### src/rtl/dcache_pkg.sv
// Shared types for the data-cache memory-side write buffer.
// Entry layout and FSM state encoding used by dcache_wbuf and wbuf_fifo.
package dcache_pkg;
  localparam int DC_AW = 32;
  localparam int DC_DW = 32;

  typedef struct packed {
    logic [DC_AW-3:0]   addr;
    logic [DC_DW-1:0]   data;
    logic [DC_DW/8-1:0] strb;
  } wbuf_entry_t;

  typedef enum logic [2:0] {
    IDLE,
    WR_BUS,
    RD_BUS,
    HAZ_DRAIN,
    RD_DONE
  } wbuf_state_e;
endpackage

### src/rtl/wbuf_fifo.sv
// Write-buffer storage: circular FIFO with wrap-bit pointers
// and a parallel word-address match against all valid entries.
module wbuf_fifo
  import dcache_pkg::*;
#(
  parameter  int DEPTH = 4,
  localparam int PW    = $clog2(DEPTH),
  localparam int CW    = PW + 1
) (
  input  logic             clk,
  input  logic             rst,
  input  logic             push_i,
  input  wbuf_entry_t      din_i,
  input  logic             pop_i,
  output wbuf_entry_t      head_o,
  input  logic [DC_AW-3:0] q_addr_i,
  output logic             match_o,
  output logic             empty_o,
  output logic             full_o,
  output logic [CW-1:0]    count_o
);
  wbuf_entry_t       mem_q [DEPTH];
  logic [CW-1:0]     wr_q;
  logic [CW-1:0]     rd_q;
  logic [DEPTH-1:0]  vld;

  always_ff @(posedge clk or negedge rst) begin
    if (!rst) begin
      wr_q <= '0;
      rd_q <= '0;
    end else begin
      if (push_i) wr_q <= wr_q + 1'b1;
      if (pop_i)  rd_q <= rd_q + 1'b1;
    end
  end

  always_ff @(posedge clk) begin
    if (push_i) mem_q[wr_q[PW-1:0]] <= din_i;
  end

  assign count_o = wr_q - rd_q;
  assign empty_o = (count_o == '0);
  assign full_o  = (count_o == CW'(DEPTH));
  assign head_o  = mem_q[rd_q[PW-1:0]];

  // Slot i is live when its distance from the head is below the count.
  always_comb begin
    vld = '0;
    for (int i = 0; i < DEPTH; i++) begin
      vld[i] = {1'b0, PW'(i) - rd_q[PW-1:0]} < count_o;
    end
  end

  always_comb begin
    match_o = 1'b0;
    for (int i = 0; i < DEPTH; i++) begin
      if (vld[i] && mem_q[i].addr == q_addr_i) match_o = 1'b1;
    end
  end
endmodule

### src/rtl/dcache_wbuf.sv
// Memory-side write buffer for the data cache: posts stores,
// drains them in order, and lets refills bypass unless they hit.
module dcache_wbuf
  import dcache_pkg::*;
#(
  parameter  int DEPTH = 4,
  parameter  int AW    = DC_AW,
  parameter  int DW    = DC_DW,
  localparam int CW    = $clog2(DEPTH) + 1
) (
  input  logic          clk,
  input  logic          rst,
  input  logic          DM_enable,
  input  logic          DM_write,
  input  logic [AW-1:0] DM_address,
  input  logic [DW-1:0] DM_wdata,
  input  logic [DW/8-1:0] DM_wstrb,
  output logic          ready,
  output logic [DW-1:0] DataIn,
  output logic          mem_req,
  output logic          mem_write,
  output logic [AW-1:0] mem_addr,
  output logic [DW-1:0] mem_wdata,
  output logic [DW/8-1:0] mem_wstrb,
  input  logic          mem_ack,
  input  logic [DW-1:0] mem_rdata,
  output logic          wbuf_empty,
  output logic [CW-1:0] wbuf_count
);
  wbuf_state_e   state_q;
  logic          from_haz_q;
  logic          ready_q;
  logic [DW-1:0] data_q;

  logic          rd_pend;
  logic          st_acc;
  logic          pop;
  logic          hit;
  logic          full;
  logic          empty;
  wbuf_entry_t   head;
  wbuf_entry_t   din;
  logic          unused;

  assign unused  = ^DM_address[1:0];
  // The ready cycle still shows the finished request; ignore it.
  assign rd_pend = DM_enable & ~DM_write & ~ready_q;
  assign st_acc  = DM_enable & DM_write & ~ready_q & ~full;
  assign pop     = (state_q == WR_BUS) & mem_ack;

  assign din.addr = DM_address[AW-1:2];
  assign din.data = DM_wdata;
  assign din.strb = DM_wstrb;

  wbuf_fifo #(.DEPTH(DEPTH)) u_fifo (
    .clk      (clk),
    .rst      (rst),
    .push_i   (st_acc),
    .din_i    (din),
    .pop_i    (pop),
    .head_o   (head),
    .q_addr_i (DM_address[AW-1:2]),
    .match_o  (hit),
    .empty_o  (empty),
    .full_o   (full),
    .count_o  (wbuf_count)
  );

  always_ff @(posedge clk or negedge rst) begin
    if (!rst) begin
      state_q    <= IDLE;
      from_haz_q <= 1'b0;
      ready_q    <= 1'b0;
      data_q     <= '0;
      mem_req    <= 1'b0;
      mem_write  <= 1'b0;
      mem_addr   <= '0;
      mem_wdata  <= '0;
      mem_wstrb  <= '0;
    end else begin
      ready_q <= st_acc | ((state_q == RD_BUS) & mem_ack);
      unique case (state_q)
        IDLE: begin
          if (rd_pend && hit) begin
            state_q <= HAZ_DRAIN;
          end else if (rd_pend) begin
            state_q   <= RD_BUS;
            mem_req   <= 1'b1;
            mem_write <= 1'b0;
            mem_addr  <= {DM_address[AW-1:2], 2'b00};
            mem_wstrb <= '0;
          end else if (!empty) begin
            state_q    <= WR_BUS;
            from_haz_q <= 1'b0;
            mem_req    <= 1'b1;
            mem_write  <= 1'b1;
            mem_addr   <= {head.addr, 2'b00};
            mem_wdata  <= head.data;
            mem_wstrb  <= head.strb;
          end
        end
        HAZ_DRAIN: begin
          if (!rd_pend) begin
            state_q <= IDLE;
          end else if (hit) begin
            state_q    <= WR_BUS;
            from_haz_q <= 1'b1;
            mem_req    <= 1'b1;
            mem_write  <= 1'b1;
            mem_addr   <= {head.addr, 2'b00};
            mem_wdata  <= head.data;
            mem_wstrb  <= head.strb;
          end else begin
            state_q   <= RD_BUS;
            mem_req   <= 1'b1;
            mem_write <= 1'b0;
            mem_addr  <= {DM_address[AW-1:2], 2'b00};
            mem_wstrb <= '0;
          end
        end
        WR_BUS: begin
          if (mem_ack) begin
            mem_req   <= 1'b0;
            mem_write <= 1'b0;
            state_q   <= from_haz_q ? HAZ_DRAIN : IDLE;
          end
        end
        RD_BUS: begin
          if (mem_ack) begin
            mem_req <= 1'b0;
            data_q  <= mem_rdata;
            state_q <= RD_DONE;
          end
        end
        RD_DONE: state_q <= IDLE;
        default: state_q <= IDLE;
      endcase
    end
  end

  assign ready      = ready_q;
  assign DataIn     = data_q;
  assign wbuf_empty = empty;
endmodule
### config.mk
export PLATFORM = sky130hd
export DESIGN_NAME = dcache_wbuf
export DESIGN_NICKNAME = d
export VERILOG_FILES = /design/src/rtl/dcache_pkg.sv /design/src/rtl/wbuf_fifo.sv /design/src/rtl/dcache_wbuf.sv
export SDC_FILE = /design/constraint.sdc
export NUM_CORES = 1
export LEC_CHECK = 0
export BUFFER_PORTS_ARGS = -buffer_cell sky130_fd_sc_hd__buf_2
export CORE_AREA = 2 2 205 207
export CTS_CLUSTER_SIZE = 28
export DETAILED_ROUTE_END_ITERATION = 6
export DIE_AREA = 0 0 207 209
export PLACE_DENSITY_LB_ADDON = 0.2
export REMOVE_ABC_BUFFERS = 1
export SETUP_SLACK_MARGIN = 0.5
export SYNTH_ARGS = -nofsm -noshare
export SYNTH_HDL_FRONTEND = slang
export SYNTH_SLANG_ARGS = --single-unit
### constraint.sdc
create_clock -name clk -period 10.5 [get_ports clk]
set_input_delay 1.05 -clock clk [delete_from_list [all_inputs] [get_ports clk]]
set_output_delay 1.05 -clock clk [all_outputs]
set_load 0.05 [all_outputs]
==> flow_metrics.tcl, run 1 <==
set metrics [dict create \
    crit_path_cell_trace "ha_1 -> inv_1 -> fa_1 -> xnor2_1 -> xnor2_2 -> inv_2 -> a31oi_1 -> and2_4 -> buf_4" \
    cts_root_buf "clkbuf_16" \
    slowest_delay_ps 950 \
    stdcell_area_sq_mm 0.0186 \
    place_congestion 0.748 \
    final_cell_mix "edfxtp_1 (264), buf_2 (206), xnor2_1 (125)" \
    wirelength_um 36300 \
    n_fill_cell 3704 \
    pin_count 212 \
    placed_cell_area_sq_mm 0.0173 \
    worstSetupStartpointType "flop" \
    coreArea_sq_mm 0.0413 \
    grt-ovfl-total 0 \
    synth.distinct_cells 47 \
    cts_tree "done" \
    crit_path_end_kind "flop" \
    yosysSeqAreaShare_pct 67.6 \
    synthArstFlopShare_pct 29.6 \
    slew-limit-headroom_pct 42.5 \
    nets 1243 \
    worst_slack_ps 6050 \
    met2_usage_pct 27.7 \
    synthCells 930 \
    crit_slowest_cell "dfrtp_4" \
    grt.total_usage_pct 17.0 \
    first_pass_iters 4 \
    drt_iter0_markers 441 \
    die_x_um 207 \
    crit_fanout 48 \
    final.setup.tns_ps 0 \
    hold_viol 0 \
    wire_per_inst_um 21.4 \
    ctsHtreeMaxLevel 2 \
    layout_commonest_cell "edfxtp_1" \
    antenna_found_initial 5 \
    grt_use_met1_pct 22.4 \
    numCtsBuffers 41 \
    power.share.clock_pct 23.4 \
    hp-class "flop to flop" \
    synth_area_per_cell_sq_um 17.0 \
    drc 0 \
    placed_cells 1621 \
    dr_total_vias 8468 \
    rsz0062_at_grt "no" \
    post_cts_resized 0 \
    cts_buffer_depth 3 \
    tightest_slew_ps 863 \
    fin_skew_ps 17.5 \
    final_antenna_net_count 0 \
    clk_pin_slew_ps 60 \
    syn-cell-area_sq_mm 0.0158 \
    grt_pass1_vias 8989 \
    hold_buffers 0 \
    yosysWarnings 0 \
    clk_latency_ps 560 \
    power_density_mw_per_mm2 319 \
    die_h_um 209 \
    dp_worst_setup_slack_ps 5930 \
    synth-main-ff-cell "edfxtp_1" \
    drive_gt1_share_pct 34.0 \
    post_cts_buffers 0 \
    swShare_pct 39.8 \
    path_class "flop to flop" \
    grt_max_degree 63 \
    p_sw_mw 2.37 \
    clock_sinks 375 \
    period_share_pct 42.4 \
    synth_edf_count 264 \
    ys_ff_latch 375 \
    seq_power_share_pct 36.6 \
    setup_viol 0 \
    p_comb_share_pct 40.0 \
    hpwl_um 22500 \
    portBuffers 207 \
    grt_pass1_wl_um 55600 \
    p_leak_nw 6.72 \
    area_growth_pct 17.6 \
    peakVddDrop_v 0.000227 \
    max_cap_viol_count 0 \
    start_util_pct 38.4 \
    status "finished, final reports clean" \
    drv_slew 0 \
    intPower_mw 3.58 \
    routed_via_density 4.99 \
    crit_required_ps 10670 \
    top_usage_layer "met2" \
    period_minus_slack_ps 4450 \
    stdcell_count 1697 \
    grtUsageMet3_pct 4.13 \
    placementRows 75 \
    max_freq_mhz 225 \
    worstPathArrival_ps 4620 \
    die-area_sq_mm 0.0433 \
]
-- critical path: cells and delay by family (launching register included) --
kind                       cells  cell delay [ps]
buffers and inverters          3              920
xor gates and xnor gates       2              410
adders and majority gates      2              660
and+or+nand+nor                1              500
AOI/OAI and AO/OA              1              550
DFF                            1              950
-- final timing paths --
kind | slack (ps) | startpoint | end | cells after the start
hold reg to reg | 480 | mem_req | mem_req | 1
max in group asynchronous | 8570 | rst | mem_wdata[3] | 2
hold / removal | 480 | mem_req | mem_req | 1
setup / recovery | 6050 | u_fifo.rd_q[0] | u_fifo.mem_q[3][54] | 9
min in group asynchronous | 590 | rst | DataIn[16] | 1
setup reg to reg | 6050 | u_fifo.rd_q[0] | u_fifo.mem_q[3][54] | 9
-- layer usage --
layer	up-vias	share of wire, %
met1	4304	43
met2	212	49
met5	-	0.099
met3	54	6.0
met4	6	2.3
li1	3892	-
-- cell type report --
cell class / count / area, sq um / share of cell area, %
well taps: 539 / 674 / 3.62
clock buffers: 68 / 1240 / 6.66
repair buffers: 218 / 1120 / 6.01
flip-flops and latches: 375 / 10700 / 57.5
clock inverters: 6 / 56.3 / 0.302
inverters: 20 / 75.1 / 0.403
multi-input cells: 469 / 4750 / 25.5
diodes: 2 / 5.00 / 0.0269
-- state kept, by name, summed over array words and instances, names as in the netlist, 3 cells and up --
register	cells
mem_wdata	32
DataIn	32
u_fifo.mem_q	264
state_q	3
u_fifo.wr_q	3
mem_addr	30
mem_wstrb	4
u_fifo.rd_q	3
-- cells in the mapped netlist (all sizes together) (9+ instances only) --
library cell    n  area (sq um)
mux2           64           721
xnor2         126          1110
nor2           36           143
o21ai           9          45.0
nand4          28           175
dfrtp         111          2780
buf            48           259
ha             12           150
edfxtp        264          7930
inv            20          75.1
mux4           67          1510
clkbuf         19          71.3
a21oi          33           176
nand2          15          56.3
nor4           10          68.8
mux2i          31           310
-- cell families (layout without fill, tap and decap cells) --
logic type | count (synthesis) | count (layout) | synth area share, %
AO/OA/AOI/OAI | 57 | 57 | 2.10
XOR/XNOR | 127 | 127 | 7.07
AND/OR/NAND/NOR | 108 | 108 | 3.58
adder cells (fa/ha/maj) | 13 | 13 | 1.07
multiplexers | 162 | 162 | 16.0
buffers and inverters | 87 | 312 | 2.56
flip-flops | 375 | 375 | 67.6
other | 1 | 4 | 0.0237
-- power by group through the flow --
stage,Sequential [mW],Combinational [mW],Clock (mW)
CTS,2.19,2.44,1.44
detailed placement,2.21,2.43,0
global placement,2.20,2.42,0
floorplan,2.89,1.10,0
finish,2.18,2.38,1.39
global route,2.23,2.57,1.50
-- through the flow --
stage,total power [mW],utilization (%),hold WS [ps]
after global routing,6.29,45.1,504
after CTS,6.06,45.1,488
after global placement,4.62,42.0,472
after detailed placement,4.65,42.0,475
after floorplan,3.99,-,462
final,5.95,45.1,482
Power figures use the tool's default switching activity.
==> run 2: changes to the inputs <==
==> constraint.sdc (replaced) <==
create_clock -name clk -period 4 [get_ports clk]
set_input_delay 0.4 -clock clk [delete_from_list [all_inputs] [get_ports clk]]
set_output_delay 0.4 -clock clk [all_outputs]
set_load 0.05 [all_outputs]
==> run 2 against run 1 <==
Net effect:
- critical path depth rose by 5
- count of clock-buffer cells in the layout fell by 14
- via count rose by 0.70%
- critical path type unchanged
- wire length fell by 1.4%
- die area did not move
- sequential power rose to 2.5 times the previous value
- cell area rose by 1.8%
- clock power rose to 2.8 times the previous value
- largest power group unchanged
- first-iteration DRC count fell by 12%
- largest cell class unchanged
==> flow_metrics.tcl, run 2 (synthesis results as in run 1) <==
set metrics [dict create \
    coreArea_sq_mm 0.0413 \
    final.setup.tns_ps 0 \
    dr_total_vias 8527 \
    place_congestion 0.760 \
    clock_sinks 375 \
    grt_pass1_wl_um 55300 \
    peakVddDrop_v 0.000439 \
    holdWs_ps 57.2 \
    drv_slew 0 \
    final_core_util_pct 45.9 \
    path_class "flop to flop" \
    pin_count 212 \
    max_freq_mhz 298 \
    reg2reg_slack_ps 650 \
    drt_iter0_markers 388 \
    area_growth_pct 19.7 \
    p_leak_nw 6.87 \
    drive_gt1_share_pct 35.3 \
    die_x_um 207 \
    nets 1252 \
    die-area_sq_mm 0.0433 \
    endpoint "mem_addr[4]" \
    crit_required_ps 4420 \
    placementRows 75 \
    fin_skew_ps 14.1 \
    setup_viol 0 \
    layout_commonest_cell "edfxtp_1" \
    r2r-end "mem_addr[4]" \
    worst_slack_ps 649 \
    largest_reg_flops 264 \
    multi_input_comb_area_sq_mm 0.00476 \
    final_antenna_net_count 0 \
    period_share_pct 83.8 \
    period_minus_slack_ps 3350 \
    worstPathArrival_ps 3770 \
    placed_cells 1628 \
    wirelength_um 35800 \
    hold_viol 0 \
    cts_buffer_depth 3 \
    clk_pin_slew_ps 60 \
    rsz0062_at_grt "no" \
    portBuffers 207 \
    grt_pass1_vias 9092 \
    die_h_um 209 \
    crit_start "u_fifo.wr_q[0]" \
    stdcell_count 1709 \
    status "finished, final reports clean" \
    dp_worst_setup_slack_ps 489 \
    grt_max_degree 66 \
    antenna_found_initial 6 \
    worstSetupStartpointType "flop" \
    crit_path_cell_trace "inv_1 -> ha_1 -> inv_1 -> fa_1 -> inv_2 -> ha_1 -> nor2_1 -> o21ai_0 -> nand3_1 -> and4_4 -> a21o_1 -> buf_12 -> mux2i_2 -> a21oi_1" \
    drc 0 \
    first_pass_iters 5 \
    crit_slowest_cell "fa_1" \
    grt-ovfl-total 0 \
    seqCellArea_sq_mm 0.0107 \
    cts_root_buf "clkbuf_16" \
    r2r_start "u_fifo.wr_q[0]" \
    routed_via_density 4.99 \
    final_cell_mix "edfxtp_1 (264), buf_2 (206), xnor2_1 (125)" \
    hp-class "primary input to flop" \
    slowest_delay_ps 510 \
    numCtsBuffers 42 \
    n_fill_cell 3731 \
    tightest_slew_ps 850 \
    hpwl_um 22700 \
    ctsHtreeMaxLevel 2 \
    slew-limit-headroom_pct 43.3 \
    power_density_mw_per_mm2 844 \
    crit_fanout 30 \
    start_util_pct 38.4 \
    max_cap_viol_count 0 \
    crit_path_end_kind "flop" \
    rr_worst_depth 14 \
    cts_tree "done" \
    wire_per_inst_um 20.9 \
    grt.total_usage_pct 16.8 \
    clk_latency_ps 560 \
]
run 2: layer usage:
metal | vias up | part of all wire (%) | global-route usage, % | routed length [um]
li1 | 3914 | - | - | -
met1 | 4345 | 43 | 22.1 | 15500
met2 | 195 | 48 | 27.2 | 17200
met3 | 67 | 5.7 | 4.31 | 2030
met4 | 6 | 2.8 | 5.96 | 1000
met5 | - | 0.10 | 0 | 36
run 2: worst min path at each step:
stage,start,endpoint,slack [ps],cells past startpoint
floorplan,rst,DataIn[0],100,0
global placement,mem_req,mem_req,460,1
detailed placement,mem_req,mem_req,470,1
CTS,DM_wdata[27],u_fifo.mem_q[2][31],20,1
global route,DM_wdata[28],u_fifo.mem_q[3][32],40,1
finish,DM_wdata[27],u_fifo.mem_q[2][31],60,1
run 2: worst max-delay path, delay by kind of cell (launching register included):
family | cells | cell delay (ps)
buffers and inverters | 4 | 560
and+or+nand+nor | 3 | 470
muxes | 1 | 350
DFF | 1 | 430
AOI/OAI and AO/OA | 3 | 390
adders and majority gates | 3 | 970
run 2: what timing repair did:
action | in CTS | in global routing
setup endpoints to repair | 16 | 59
cloned | 0 | 0
buffers inserted | 0 | 0
hold endpoints to repair | 53 | 0
resized for setup | 1 | 6
hold buffers | 1 | 0
run 2: per-stage QoR:
step / area (sq um) / power (mW)
after detailed placement: 17500 / 12.3
after global routing: 19000 / 16.9
after floorplan: 15500 / 10.5
after CTS: 18900 / 16.3
final: 19000 / 16.0
after global placement: 17500 / 12.2
run 2: final cells by class:
cell class | count | area share (%)
multi-input combinational | 469 | 25.1
clock inverter | 24 | 1.25
inverter | 20 | 0.396
sequential | 375 | 56.5
tap | 539 | 3.56
timing repair buffer | 226 | 7.03
clock buffer | 54 | 6.17
antenna | 2 | 0.0264
run 2: where the power goes:
part,internal (mW),leakage [nW],switching [mW]
logic,2.24,2.48,4.34
registers,5.11,3.70,0.399
clock network,2.38,0.694,1.53
total,9.74,6.87,6.27
